## src/rtl/conv_cfg_pkg.sv

```systemverilog
// Shared configuration for the convolution result capture path.
// Holds the sample width, frame geometry and the capture FSM state type.
package conv_cfg_pkg;

  localparam int T       = 16;
  localparam int X_COUNT = 32;
  localparam int F_COUNT = 8;
  localparam int Y_COUNT = X_COUNT - F_COUNT + 1;

  typedef enum logic {
    CAPTURE = 1'b0,
    HOLD    = 1'b1
  } cap_state_t;

endpackage

```

## src/rtl/y_buf_mem.sv

```systemverilog
// Single-write / single-read result buffer with a registered read port.
// A read and a write to the same address in one cycle return the old word.
module y_buf_mem #(
  parameter int T    = 16,
  parameter int SIZE = 25,
  parameter int AW   = 5
) (
  input  logic                clk,
  input  logic                reset,
  input  logic                wr_en,
  input  logic [AW-1:0]       wr_addr,
  input  logic signed [T-1:0] wr_data,
  input  logic                rd_en,
  input  logic [AW-1:0]       rd_addr,
  output logic signed [T-1:0] rd_data
);

  localparam logic [AW:0] LIMIT = (AW+1)'(SIZE);

  logic signed [T-1:0] mem [SIZE];
  logic                rd_in_range;

  assign rd_in_range = ({1'b0, rd_addr} < LIMIT);

  // Array is deliberately not reset so a reset never disturbs captured data.
  always_ff @(posedge clk) begin
    if (wr_en) begin
      mem[wr_addr] <= wr_data;
    end
  end

  always_ff @(posedge clk) begin
    if (reset) begin
      rd_data <= '0;
    end else if (rd_en) begin
      rd_data <= rd_in_range ? mem[rd_addr] : '0;
    end
  end

endmodule

```

## src/rtl/conv_y_capture.sv

```systemverilog
// Captures one frame of convolution results into a buffer, tracks the frame
// peak and holds the frame for host readout until release_buf rearms capture.
//
// state   | meaning
// CAPTURE | accepting samples, wr_ptr walks 0..Y_COUNT-1
// HOLD    | frame complete, buffer frozen until release_buf
module conv_y_capture #(
  parameter int T       = conv_cfg_pkg::T,
  parameter int Y_COUNT = conv_cfg_pkg::Y_COUNT,
  parameter int ADDR_Y  = $clog2(Y_COUNT)
) (
  input  logic                clk,
  input  logic                reset,
  input  logic signed [T-1:0] s_data_in_y,
  input  logic                s_valid_y,
  output logic                s_ready_y,
  input  logic                rd_en,
  input  logic [ADDR_Y-1:0]   rd_addr,
  output logic signed [T-1:0] rd_data,
  output logic                rd_valid,
  output logic                frame_done,
  input  logic                release_buf,
  output logic signed [T-1:0] peak_val,
  output logic [ADDR_Y-1:0]   peak_idx,
  output logic [7:0]          frame_cnt
);

  import conv_cfg_pkg::*;

  localparam logic [ADDR_Y-1:0] LAST = ADDR_Y'(Y_COUNT - 1);

  cap_state_t        state;
  logic [ADDR_Y-1:0] wr_ptr;
  logic              hs;
  logic              wr_en;

  // Ready and done come straight off the state flop: no path from s_valid_y.
  assign s_ready_y  = (state == CAPTURE);
  assign frame_done = (state == HOLD);
  assign hs         = s_valid_y & s_ready_y;
  assign wr_en      = hs & ~reset;

  always_ff @(posedge clk) begin
    if (reset) begin
      state     <= CAPTURE;
      wr_ptr    <= '0;
      frame_cnt <= '0;
      peak_val  <= '0;
      peak_idx  <= '0;
    end else begin
      case (state)
        CAPTURE: begin
          if (hs) begin
            // First sample of a frame always seeds the peak; ties keep the earlier index.
            if ((wr_ptr == '0) || (s_data_in_y > peak_val)) begin
              peak_val <= s_data_in_y;
              peak_idx <= wr_ptr;
            end
            if (wr_ptr == LAST) begin
              wr_ptr    <= '0;
              state     <= HOLD;
              frame_cnt <= frame_cnt + 8'd1;
            end else begin
              wr_ptr <= wr_ptr + ADDR_Y'(1);
            end
          end
        end
        HOLD: begin
          if (release_buf) begin
            state <= CAPTURE;
          end
        end
        default: state <= CAPTURE;
      endcase
    end
  end

  always_ff @(posedge clk) begin
    if (reset) begin
      rd_valid <= 1'b0;
    end else begin
      rd_valid <= rd_en;
    end
  end

  y_buf_mem #(
    .T   (T),
    .SIZE(Y_COUNT),
    .AW  (ADDR_Y)
  ) u_buf (
    .clk    (clk),
    .reset  (reset),
    .wr_en  (wr_en),
    .wr_addr(wr_ptr),
    .wr_data(s_data_in_y),
    .rd_en  (rd_en),
    .rd_addr(rd_addr),
    .rd_data(rd_data)
  );

endmodule

```

## config.mk

```make
export PLATFORM = sky130hd
export DESIGN_NAME = conv_y_capture
export DESIGN_NICKNAME = d
export VERILOG_FILES = /design/src/rtl/conv_cfg_pkg.sv /design/src/rtl/y_buf_mem.sv /design/src/rtl/conv_y_capture.sv
export SDC_FILE = /design/constraint.sdc
export NUM_CORES = 1
export LEC_CHECK = 0
export CELL_PAD_IN_SITES_DETAIL_PLACEMENT = 1
export CELL_PAD_IN_SITES_GLOBAL_PLACEMENT = 1
export CORE_ASPECT_RATIO = 1.2
export CORE_MARGIN = 8
export CORE_UTILIZATION = 25
export DETAILED_ROUTE_END_ITERATION = 7
export PLACE_DENSITY = 0.52
export SYNTH_ARGS = -nofsm -noshare
export SYNTH_HDL_FRONTEND = slang
export SYNTH_SLANG_ARGS = --single-unit
```

## constraint.sdc

```tcl
create_clock -name clk -period 2.75 [get_ports clk]
set_input_delay 0.6875 -clock clk [delete_from_list [all_inputs] [get_ports clk]]
set_output_delay 0.6875 -clock clk [all_outputs]
set_load 0.03 [all_outputs]
```

==> run_results.csv <==
group,metric,value,unit
placed_design,gp_congestion,0.743,
critical_path,crit_arrival,3.22,ns
clock_network,clk_path_buf_depth,3,
cells_and_area,nets,1202,
sta,setup-violations-final,0,
die,die_h,309,µm
placed_design,place_area,0.0209,mm²
cells_and_area,areaGrowthSynthToFinish,25.6,%
die,dieWidth,260,µm
cells_and_area,design_area,0.0225,mm²
clock_network,clk_latency,0.56,ns
power,leakagePower,7.42,nW
die,start_util,25.2,%
sta,finalHoldViolCount,0,
grt,gr-total-overflow,0,
power,p_per_area,653,mW/mm²
grt,grt_pass1_vias,10066,
hold_path,hp-class,"flip-flop to flip-flop",
grt,grt_max_degree,62,
die,die_area,0.0805,mm²
synth,syn-instance-count,948,
synth,yosys_warnings,0,
detailed_routing,routed_wl,45400,µm
critical_path,path_max_fanout,8,
synth,synth_area,0.0179,mm²
grt,grt_pass1_wl,67400,µm
synth,yosysSeqAreaShare,72.9,%
critical_path,crit_type,"primary input to flip-flop",
clock_network,cts.sink_count,452,
critical_path,critPathSlowestCell,"clkdlybuf4s50_1",
critical_path,worstPathCellList,"clkdlybuf4s50_1, buf_12, ha_4, a21oi_2, nor3_1, a2111o_1, o31a_1, nor3_4, clkbuf_16, mux2i_1",
sta,period_needed,2.75,ns
sta,min_period_over_period,99.9,%
clock_network,holdBufCountCts,0,
detailed_routing,ant_nets,0,
power,power,14.7,mW
die,core-area,0.0710,mm²
synth,avgSynthCellArea,18.9,µm²
detailed_routing,route.detailed.drc,0,
sta,tns,0,ns
synth,netlist.area_leader.share,67.1,%
critical_path,cpPeakStageDelay,0.51,ns
placed_design,hpwl,32200,µm
synth,synth_edf_count,400,
sta,fin_hold_ws,0.465,ns
sta,worst_pin_slew,0.577,ns
detailed_routing,vias,9159,
synth,synth_cell_types,42,
clock_network,path_clk_slew,0.06,ns
critical_path,start_kind,"primary input",
grt,antenna_found_initial,1,
run_status,status,"completed",
synth,post-synth-top-area-cell,"edfxtp_1",
critical_path,end_kind,"flip-flop",
sta,finClkSkew,0.0241,ns
sta,slew_violations,0,
placed_design,place_inst,2025,
power,vdd_drop_max,403,µV
sta,fmax,364,MHz
detailed_routing,vias_per_cell,4.33,
cells_and_area,fin_cells,2116,
synth,ys_seq_elements,452,
flow_run,cap_violations,0,
detailed_routing,wl_per_cell,21.4,µm
synth,async_flop_share,0,%
clock_network,cts_tree,"built",
clock_network,numCtsBuffers,44,
die,row_count,107,
sta,relSlewSlack,61.5,%
grt,grt_usage,11.1,%
detailed_routing,dr.first_iter.drc_count,390,
synth,syn-num-nets,995,
die,io_pins,74,
placed_design,dpl_worst_slack,-0.714,ns
synth,synthTopCellsByArea,"edfxtp_1, mux4_2, dfxtp_1",
critical_path,critPathBufInv,3,
clock_network,cts_root_buffer,"clkbuf_16",
synth,ys.flop_type,"edfxtp_1",
cells_and_area,drive_gt1_share,30.2,%
sta,setup_slack,0.00359,ns
cells_and_area,final_util,31.7,%
clock_network,h-tree-depth,2,
critical_path,worstPathRequired,3.23,ns
cells_and_area,diodes,0,
detailed_routing,dr.pass1.iters,4,
critical_path,critPathTopFamily,"buffers and inverters",
placed_design,portBuffers,73,
[where the power goes]
| part | total [mW] | internal, mW | switching [mW] |
|---|---|---|---|
| Clock | 5.79 | 3.17 | 2.61 |
| Sequential | 7.59 | 7.54 | 0.0513 |
| Combinational | 1.30 | 0.601 | 0.695 |
[cells in the final DEF, fill, tap and decap left out, drive strengths merged, types with 3 or more instances in the layout]
master / count
nor2b: 8
clkinvlp: 3
nand2b: 45
nor2: 44
nor3: 3
clkbuf: 57
clkdlybuf4s50: 61
o21ai: 34
ha: 21
buf: 139
nand4: 9
inv: 22
mux4: 107
dfxtp: 52
and3: 3
a21oi: 22
nand2: 40
a21o: 3
a211oi: 4
edfxtp: 400
mux2: 6
dlymetal6s2s: 5
mux2i: 47
dlygate4sd2: 3
clkinv: 22
or3: 3
xor2: 7
[kinds of logic after synthesis]
kind of cell | count (synthesis) | synth area share (%)
DFF | 452 | 72.9
and+or+nand+nor | 164 | 4.63
muxes | 160 | 16.5
AOI/OAI and AO/OA | 71 | 2.26
buffers and inverters | 71 | 1.81
adders and majority gates | 21 | 1.47
xor gates and xnor gates | 9 | 0.440
[Yosys cell counts, types with 3 or more instances]
master and number:
a211oi_1 4, a21o_1 3, a21oi_1 22, and3_1 3, buf_1 3, buf_2 13
buf_4 9, clkbuf_1 23, dfxtp_1 52, edfxtp_1 400, ha_1 21, inv_1 21
mux2_2 6, mux2i_1 47, mux4_2 107, nand2_1 40, nand2b_1 45, nand4_1 9
nor2_1 44, nor2b_1 8, o21ai_0 34, or3_1 3, xor2_1 7
[worst min-delay path: cells and delay by family (launching register included)]
kind               cells  cell delay [ns]
DFF                    1             0.33
and+or+nand+nor        1             0.05
AOI/OAI and AO/OA      1             0.06
[area by class of cell]
class | count | area (µm²)
fill | 7277 | 48500
sequential | 452 | 13100
multi-input combinational | 425 | 4700
timing repair buffer | 210 | 2120
clock buffer | 55 | 1180
tap | 926 | 1160
clock inverter | 26 | 175
inverter | 22 | 82.6
[flip-flops by register name, indices dropped and copies added, names as in the netlist]
signal,cells
peak_val,16
peak_idx,5
u_buf.rd_data,16
frame_done,1
rd_valid,1
u_buf.mem,400
wr_ptr,5
frame_cnt,8
[path summary, 6_finish.rpt]
kind	startpoint	end	slack (ns)	cells past startpoint
max reg2reg	peak_val[13]	peak_val[4]	0.09	9
max	s_data_in_y[9]	peak_val[4]	0.004	10
min	u_buf.rd_data[6]	u_buf.rd_data[6]	0.46	2
min reg2reg	u_buf.rd_data[6]	u_buf.rd_data[6]	0.46	2
[repair_timing]
| item | CTS | global route |
|---|---|---|
| resized for setup | 6 | 15 |
| pin swaps | 0 | 10 |
| endpoints found under the setup margin | 21 | 21 |
| setup buffers | 1 | 6 |
| hold endpoints to repair | 0 | 0 |
| gates cloned | 0 | 3 |
[layer usage]
metal,global-route usage (%),wire length (µm),vias up
met5,0,0,-
met4,3.07,1000,0
met3,1.50,1390,58
met2,19.8,23700,130
met1,14.0,19300,4800
li1,-,-,4171
(Power assumes the default switching activity.)
